$ cat config.mk
export PLATFORM = sky130hd
export DESIGN_NAME = lane_accumulator
export DESIGN_NICKNAME = d
export VERILOG_FILES = /design/src/rtl/lane_accumulator.sv
export SDC_FILE = /design/constraint.sdc
export NUM_CORES = 1
export LEC_CHECK = 0
export CAP_MARGIN = 10
export CORE_MARGIN = 1
export CORE_UTILIZATION = 50
export DETAILED_ROUTE_END_ITERATION = 10
export PLACE_DENSITY = 0.82
export SLEW_MARGIN = 25
export SYNTH_ARGS = -nofsm -noshare
export SYNTH_HDL_FRONTEND = slang
export SYNTH_SLANG_ARGS = --single-unit
export TNS_END_PERCENT = 50
$ cat constraint.sdc
create_clock -name clk -period 4.5 [get_ports clk]
set_input_delay 1.125 -clock clk [delete_from_list [all_inputs] [get_ports clk]]
set_output_delay 1.125 -clock clk [all_outputs]
set_load 0.02 [all_outputs]
$ cat src/rtl/lane_accumulator.sv
// Reduces acc_len consecutive adder sums into one saturated result, full-width or two packed lanes.
// Result registered on the final accepted beat; in_ready is low while a result waits for out_ready.
module lane_accumulator #(
  parameter int IN_WIDTH  = 32,
  parameter int ACC_WIDTH = 48,
  parameter int OUT_WIDTH = 32,
  parameter int CNT_WIDTH = 16
) (
  input  logic                        clk,
  input  logic                        reset,
  input  logic                        choose_8bit,
  input  logic        [CNT_WIDTH-1:0] acc_len,
  input  logic                        in_valid,
  output logic                        in_ready,
  input  logic signed [IN_WIDTH-1:0]  in_data,
  output logic                        out_valid,
  input  logic                        out_ready,
  output logic signed [OUT_WIDTH-1:0] out_data,
  output logic                        out_sat,
  output logic                        busy
);

  localparam logic [1:0] IDLE   = 2'd0;
  localparam logic [1:0] ACCUM  = 2'd1;
  localparam logic [1:0] OUTPUT = 2'd2;

  localparam int HI = IN_WIDTH / 2;
  localparam int HA = ACC_WIDTH / 2;
  localparam int HO = OUT_WIDTH / 2;

  localparam logic [CNT_WIDTH-1:0] ONE = CNT_WIDTH'(1);

  localparam logic signed [ACC_WIDTH-1:0] FULL_MAX = {{(ACC_WIDTH-OUT_WIDTH+1){1'b0}}, {(OUT_WIDTH-1){1'b1}}};
  localparam logic signed [ACC_WIDTH-1:0] FULL_MIN = {{(ACC_WIDTH-OUT_WIDTH+1){1'b1}}, {(OUT_WIDTH-1){1'b0}}};
  localparam logic signed [HA-1:0]        LANE_MAX = {{(HA-HO+1){1'b0}}, {(HO-1){1'b1}}};
  localparam logic signed [HA-1:0]        LANE_MIN = {{(HA-HO+1){1'b1}}, {(HO-1){1'b0}}};

  logic [1:0]           state;
  logic [CNT_WIDTH-1:0] len_q;
  logic [CNT_WIDTH-1:0] cnt;
  logic                 mode_q;
  logic [ACC_WIDTH-1:0] acc;

  logic                 accept;
  logic                 first;
  logic                 mode_eff;
  logic                 last;
  logic [CNT_WIDTH-1:0] len_eff;
  logic [CNT_WIDTH-1:0] cnt_nxt;
  logic [ACC_WIDTH-1:0] base;
  logic [ACC_WIDTH-1:0] acc_full;
  logic [HA-1:0]        acc_lo;
  logic [HA-1:0]        acc_hi;
  logic [ACC_WIDTH-1:0] acc_nxt;
  logic [OUT_WIDTH-1:0] sat_data;
  logic                 sat_flag;
  logic [HO:0]          lane_lo;
  logic [HO:0]          lane_hi;

  // Returns {clamped, value} for one packed lane.
  function automatic logic [HO:0] sat_lane(input logic [HA-1:0] v);
    if ($signed(v) > LANE_MAX)      sat_lane = {1'b1, 1'b0, {(HO-1){1'b1}}};
    else if ($signed(v) < LANE_MIN) sat_lane = {1'b1, 1'b1, {(HO-1){1'b0}}};
    else                            sat_lane = {1'b0, v[HO-1:0]};
  endfunction

  assign in_ready  = (state == IDLE) || (state == ACCUM);
  assign out_valid = (state == OUTPUT);
  assign busy      = (state != IDLE);

  always_comb begin
    accept   = in_valid & in_ready;
    first    = (state == IDLE);
    mode_eff = first ? choose_8bit : mode_q;
    len_eff  = (acc_len == '0) ? ONE : acc_len;
    cnt_nxt  = first ? ONE : cnt + ONE;
    last     = first ? (len_eff == ONE) : (cnt_nxt == len_q);
    // The first beat loads rather than adds, so stale accumulator contents never leak.
    base     = first ? '0 : acc;
    acc_full = base + {{(ACC_WIDTH-IN_WIDTH){in_data[IN_WIDTH-1]}}, in_data};
    acc_lo   = base[HA-1:0] + {{(HA-HI){in_data[HI-1]}}, in_data[HI-1:0]};
    acc_hi   = base[ACC_WIDTH-1:HA] + {{(HA-HI){in_data[IN_WIDTH-1]}}, in_data[IN_WIDTH-1:HI]};
    acc_nxt  = mode_eff ? {acc_hi, acc_lo} : acc_full;

    lane_lo  = sat_lane(acc_nxt[HA-1:0]);
    lane_hi  = sat_lane(acc_nxt[ACC_WIDTH-1:HA]);
    sat_data = acc_nxt[OUT_WIDTH-1:0];
    sat_flag = 1'b0;
    if (mode_eff) begin
      sat_data = {lane_hi[HO-1:0], lane_lo[HO-1:0]};
      sat_flag = lane_hi[HO] | lane_lo[HO];
    end else if ($signed(acc_nxt) > FULL_MAX) begin
      sat_data = {1'b0, {(OUT_WIDTH-1){1'b1}}};
      sat_flag = 1'b1;
    end else if ($signed(acc_nxt) < FULL_MIN) begin
      sat_data = {1'b1, {(OUT_WIDTH-1){1'b0}}};
      sat_flag = 1'b1;
    end
  end

  always_ff @(posedge clk or posedge reset) begin
    if (reset) begin
      state    <= IDLE;
      len_q    <= '0;
      cnt      <= '0;
      mode_q   <= 1'b0;
      acc      <= '0;
      out_data <= '0;
      out_sat  <= 1'b0;
    end else begin
      case (state)
        IDLE, ACCUM: begin
          if (accept) begin
            if (first) begin
              len_q  <= len_eff;
              mode_q <= choose_8bit;
            end
            acc <= acc_nxt;
            cnt <= cnt_nxt;
            if (last) begin
              state    <= OUTPUT;
              out_data <= sat_data;
              out_sat  <= sat_flag;
            end else begin
              state <= ACCUM;
            end
          end
        end
        OUTPUT: begin
          if (out_ready) state <= IDLE;
        end
        default: state <= IDLE;
      endcase
    end
  end

endmodule

==> results.md, run 1 <==
- Clk root buf: clkbuf_16
- # rows: 54
- Actual slew at the worst max-slew pin: around 0.95 ns
- Post-route cell area: 17000 µm²
- Routed Antenna Nets: 0
- Critical path fanouts, max: 13
- Post-DR wirelength/cell: about 22 µm
- FMAX: 217 MHz
- Drt first pass iters: 6
- Synthesis warning total: 0
- Failing checks: negative setup slack
- IO Pins: between 80 and 90
- Setup TNS: -1.72 ns
- FFs w/ async S/R, synth: 1.00
- TritonCTS clock tree: done
- Hpwl dp: about 33000 µm
- Critical path class: reg -> reg
- Syn Inst Count: 1485
- Critical-path top delay cell: dfrtp_1
- Die ar.: 23000 µm²
- Status: finished with violations
- Skew-Pair Late Insertion Delay: approximately 0.45 ns
- GRT overflow: 0
- Largest net degree at the start of global routing: between 80 and 90
- Pwr Density: 791 nW/µm²
- Total wire length: 47500 µm
- Critical path, cell by cell: nor2_4 -> inv_4 -> buf_12 -> and2_2 -> ha_4 -> nor2b_2 -> o31a_1 -> o31a_1 -> o311a_4 -> buf_4 -> o211ai_1 -> o211ai_1 -> xor2_1 -> nand3_2 -> or2_4 -> o21ai_4 -> buf_6 -> buf_12 -> nand2_1 -> a221oi_2
- Area of placed instances: around 15000 µm²
- GRT Util Overall: 0.411
- Maxcap violations: 0
- RSZ-0062 raised after global routing: yes
- H-tree levels: 4
- Reg2Reg Setup Slack: -0.11 ns
- Worst hold path type: reg -> reg
- Post-synthesis sequential area ratio: 0.259
- Clock slew at reported path FFs: about 0.060 ns
- Final GP Congestion: 1.01
- Initial Utilization: 0.512
- Global-route wire length before repair: a little over 70000 µm
- Yosys cell types: 95
- 1st-iter DRT viols: 1657
- CTS Hold Bufs: 0
- Fin worst setup slack: -0.115 ns
- Most common cell after layout, fill and taps aside: buf_4
- Critical Path Max Stage Delay: 0.41 ns
- Slew HR: 0.364
- Commonest cells after routing, fill and taps aside: 388 x buf_4, 274 x nand2_1, 131 x nor2_1
- Die X: 152 µm
- Post-synth EDFFs: 0
- CP required: 4.84 ns
- Crit share post-route: 1.03
- Element type at the critical path end: flip-flop
- Share of cells above drive strength 1: 0.341
- Post-synth net total: 1606
- Max clock buf depth: 2
- CORE AREA: roughly 22000 µm²
- Peak VDD IR: 0.000490 V
- Vias: 14100
- Max-slew violation count: 0
- Layout Area Growth over Synthesis: 52.0%
- Die Ht: 152 µm
- Clk sinks: 116
- Largest cells by area after synthesis: dfrtp_1 26%, nand2_1 9.4%, ha_1 7.4%, a21oi_1 5.0%, nor2_1 4.5%
- Setup crit start kind: flip-flop
- CTS Buf Count: 17
- Cell area after synthesis: 11200 µm²
- Port bufs: just under 90
- Crit path time final: roughly 4.6 ns
- Final Util: 0.779
- Detail-routed via count per cell: 6.37
- Yosys top cell area share: 0.259
- Final Setup Violations: 30
- Drt drc: 0
- Hold_ws: 0.475 ns
- Vias in the first global route: 13700
- Synthesized area per cell: 7.55 µm²
- Fin Clk Skew: 0.0145 ns
- Arr. time, crit path: 4.96 ns
- Post-layout net count: 2036
- FF+latch count, synth: 116
- Diode count: 0
- Leakage power: between 7 and 8 nW
- Primary FF master, synth: dfrtp_1
- Final Hold Fails: 0
- Area leader, netlist: dfrtp_1
- Initial antenna violation count: 0
routing by layer:
layer	vias up	part of all wire	GRT usage
met5	-	0	0
met4	0	0.050	0.204
met3	217	0.090	0.0746
met2	922	0.47	0.681
met1	6674	0.39	0.513
li1	6242	-	-
worst paths after layout:
path | startpoint | end | depth (start not counted)
setup / recovery | state[1]$_DFFE_PP0P_ | out_data[23]$_DFFE_PP0P_ | 20
hold / removal | acc[43]$_DFFE_PP0P_ | acc[43]$_DFFE_PP0P_ | 2
setup reg to reg | state[1]$_DFFE_PP0P_ | out_data[23]$_DFFE_PP0P_ | 20
hold reg to reg | acc[43]$_DFFE_PP0P_ | acc[43]$_DFFE_PP0P_ | 2
max in group asynchronous | reset | acc[24]$_DFFE_PP0P_ | 3
min in group asynchronous | reset | cnt[5]$_DFFE_PP0P_ | 2
power by group:
| part | switching (mW) | internal [mW] | total, mW |
|---|---|---|---|
| Clock | 0.621 | 0.830 | 1.45 |
| Combinational | 5.59 | 4.89 | 10.5 |
| Sequential | 0.216 | 1.34 | 1.56 |
| Total | 6.43 | 7.06 | 13.5 |
critical path: cells and delay by family, from the launching register on:
| kind | cells | cell delay, ns |
|---|---|---|
| adder cells (fa/ha/maj) | 1 | 0.24 |
| flip-flops | 1 | 0.41 |
| AO/OA/AOI/OAI | 7 | 1.79 |
| buffers and inverters | 5 | 0.60 |
| XOR/XNOR | 1 | 0.34 |
| AND/OR/NAND/NOR | 6 | 1.13 |
cell type report:
class	instances	area, µm²
timing repair buffer	498	4120
fill	1464	4840
tap	280	350
multi-input combinational	1249	8950
inverter	33	129
sequential	116	2900
clock buffer	17	425
clock inverter	15	170
logic make-up after synthesis:
| group | Yosys count | synth area share |
|---|---|---|
| compound gates | 432 | 0.267 |
| fa+ha+maj | 70 | 0.0792 |
| xor+xnor | 80 | 0.0625 |
| flops | 116 | 0.259 |
| simple gates | 653 | 0.271 |
| buf+inv | 120 | 0.0482 |
| mux | 14 | 0.0131 |
sequential cells by signal, indices dropped and copies added (netlist names):
name	count
mode_q	1
len_q	16
cnt	16
acc	48
out_sat	1
state	2
out_data	32
stage by stage:
step	setup slack (ns)	instances	power, mW
after floorplan	-0.0512	1485	6.29
after global placement	-0.767	2133	10.0
after detailed placement	-0.930	2133	10.3
after CTS	-0.00966	2197	12.5
after global routing	-0.247	2208	14.1
final	-0.115	2208	13.5
synthesized netlist by cell type (5+ instances only):
master and count:
or3_1 10, mux2i_1 9, mux2_2 5, o21a_1 27
a31oi_1 16, o21ai_0 83, dfrtp_1 116, nand4_1 28
a2111oi_0 5, a21oi_1 112, and3_1 7, nand3_1 36
nor2b_1 5, o211ai_1 18, a21boi_0 6, a21o_1 17
o21ai_1 6, xnor2_1 43, a22oi_1 5, clkbuf_1 42
xor2_1 37, inv_1 33, nand2b_1 15, or2_2 8
nor3b_1 6, a22o_1 15, nand2_1 280, o311a_1 6
o31ai_1 13, o2111ai_1 7, nor2_1 134, a221oi_2 12
nor4_1 16, ha_1 66, a211o_1 5, and2_1 48
a211oi_1 17, o31a_1 5, buf_6 5, o21bai_1 6
nor3_1 33, buf_2 28, buf_1 6
repair_timing:
action,CTS,global route
pin swaps,55,50
setup buffers,31,11
setup endpoints to repair,33,32
gates resized for setup,156,83
cloned,2,1
No activity file was read; power rests on OpenSTA's default activity.
==> inputs of run 2 (changes only) <==
SETUP_SLACK_MARGIN = 0.3   (was default)
==> run 2 against run 1 <==
  * The flow still finishes with violations (negative setup slack)
  * Cell area fell by 0.68%
  * Global-route usage fell by 0.57 points
  * Hold slack worse by 0.0065 ns
  * Routed wire length down 0.81%
  * Worst setup slack worse by 0.053 ns
  * Combinational power barely moved
  * Critical path depth fell by 2
  * Sequential cell count stayed put
  * Clock power fell by 3%
  * Highest routed layer unchanged
==> results.md, run 2 (same netlist as run 1, synthesis figures left out) <==
- Vias: 13900
- Buf/Inv on CP: 4
- Max-slew violation count: 0
- Top reg by flops: acc
- Die Ht: 152 µm
- Final Setup Violations: 32
- Critical path, cell by cell: nor2_4 -> inv_4 -> buf_12 -> and2_1 -> ha_4 -> nand4_1 -> or4b_4 -> a311oi_4 -> buf_6 -> nor4_2 -> o31ai_2 -> xor2_1 -> nand4b_1 -> or2_4 -> o21ai_4 -> buf_12 -> nand2b_1 -> a221oi_2
- IO Pins: 89
- Worst slack at placement: -0.997 ns
- Most used cell, CP: buf_12
- Final GP Congestion: 1.04
- Setup TNS: -2.99 ns
- Max FFs per register: 48
- GRT overflow: 0
- FMAX: 214 MHz
- Final Hold Fails: 0
- Actual slew at the worst max-slew pin: 0.932 ns
- Crit path time final: between 4 and 5 ns
- Crit share post-route: 1.04
- Peak VDD IR: 0.000430 V
- Post-layout net count: 2019
- Largest net degree at the start of global routing: 86
- TritonCTS clock tree: done
- Fill cells: around 1500
- Slew HR: 0.379
- Drt drc: 0
- # rows: 54
- Routed Antenna Nets: 0
- Skew-Pair Late Insertion Delay: 0.44 ns
- CTS Buf Count: 17
- Drt first pass iters: 8
- Critical Path Max Stage Delay: 0.58 ns
- H-tree levels: 4
- Die ar.: approximately 23000 µm²
- CP required: 4.83 ns
- Top Registers: acc (48), out_data (32)
- Clock slew at reported path FFs: 0.06 ns
- Detail-routed via count per cell: 6.37
- Commonest cells after routing, fill and taps aside: 375 x buf_4, 265 x nand2_1, 126 x nor2_1
- CORE AREA: 21900 µm²
- CP Capture Point: out_data[16]$_DFFE_PP0P_
- Pwr Density: 788 nW/µm²
- Initial Utilization: 0.512
- CP delay by family, top: simple AND/OR/NAND/NOR gates
- Post-DR wirelength/cell: 21.5 µm
- Final Util: 0.773
- Vias in the first global route: ~14000
- Worst r2r dst: out_data[16]$_DFFE_PP0P_
- Layout Area Growth over Synthesis: 50.9%
- Critical path class: reg -> reg
- Worst hold path type: reg -> reg
- Fin worst setup slack: -0.168 ns
- CP Depth: 18
- Most common cell after layout, fill and taps aside: buf_4
- GRT Util Overall: 0.406
- R2R depth: 18
- Failing checks: negative setup slack
- 1st-iter DRT viols: 1663
- Diode count: 0
- Critical-path top delay cell: or4b_4
- Fin Clk Skew: roughly 0.023 ns
- Share of cells above drive strength 1: 0.340
- Reg2Reg Setup Slack: -0.17 ns
- CTS Hold Bufs: 0
- Status: finished with violations
- Clk root buf: clkbuf_16
- Hpwl dp: 32600 µm
- Clk sinks: 116
- Die X: 152 µm
- Leakage power: 7.55 nW
- RSZ-0062 raised after global routing: yes
- Arr. time, crit path: about 5.0 ns
- Pwr Total: 13.3 mW
- Total wire length: 47100 µm
- Hold_ws: 0.469 ns
- Max clock buf depth: 2
- Maxcap violations: 0
- Global-route wire length before repair: 71600 µm
- Port bufs: 88
- Element type at the critical path end: flip-flop
- Setup crit start: state[1]$_DFFE_PP0P_
- Reg-to-Reg Start: state[1]$_DFFE_PP0P_
- Critical path fanouts, max: 20
- Setup crit start kind: flip-flop
- Initial antenna violation count: 0
==> run 2: cell types whose count changed in the layout (fill, tap and decap cells not counted), sizes merged <==
cell and delta:
dlygate4sd2 +1, clkinv -1, inv +1, buf -19
nand2 +1, clkdlybuf4s50 +2, clkbuf -1, dlymetal6s2s -1
==> run 2: power by group <==
part           switching [mW]  internal [mW]  leakage [nW]
logic                    5.59           4.80          5.78
clock network           0.585          0.828         0.287
registers               0.209           1.34          1.48
total                    6.38           6.97          7.55
==> run 2: tightest hold or removal path, cell delays in order (launching register included) <==
cell	delay [ns]
dfrtp_1	0.33
nand2_1	0.05
nand2_1	0.06
==> run 2: worst min-delay path by stage <==
stage,start,end,slack (ns),cells past startpoint
floorplan,acc[21]$_DFFE_PP0P_,acc[21]$_DFFE_PP0P_,0.44,2
global placement,acc[0]$_DFFE_PP0P_,acc[0]$_DFFE_PP0P_,0.45,2
detailed placement,acc[9]$_DFFE_PP0P_,acc[9]$_DFFE_PP0P_,0.45,2
CTS,acc[9]$_DFFE_PP0P_,acc[9]$_DFFE_PP0P_,0.47,2
global route,acc[45]$_DFFE_PP0P_,acc[45]$_DFFE_PP0P_,0.49,2
finish,acc[9]$_DFFE_PP0P_,acc[9]$_DFFE_PP0P_,0.47,2
==> run 2: timing repair <==
item                       4_1_cts  5_1_grt
gates resized for setup        171       56
setup buffers                   17        6
pin swaps                       62       32
setup endpoints to repair       33       34
gates cloned                     4        2
==> run 2: final cells by class <==
| class | count | area [µm²] | share of cell area |
|---|---|---|---|
| Clock buffer | 17 | 425 | 0.0251 |
| Clock inverter | 15 | 166 | 0.00983 |
| Inverter | 33 | 129 | 0.00761 |
| Multi-Input combinational cell | 1250 | 8970 | 0.530 |
| Sequential cell | 116 | 2900 | 0.171 |
| Tap cell | 280 | 350 | 0.0207 |
| Timing Repair Buffer | 480 | 3990 | 0.236 |
==> run 2: through the flow <==
stage / std cells / area (µm²)
after global placement: 2130 / 15100
after CTS: 2183 / 16600
final: 2191 / 16900
after detailed placement: 2130 / 15100
after global routing: 2191 / 16900
after floorplan: 1485 / 11500
==> run 2: metal layers <==
metal  routed length [µm]  share of wire  track usage  vias to the layer above
met3                 4130          0.088       0.0814                      256
met4                 3320          0.070        0.265                        0
li1                     -              -            -                     6205
met1                18000           0.38        0.484                     6567
met5                    0              0            0                        -
met2                21700           0.46        0.663                      921
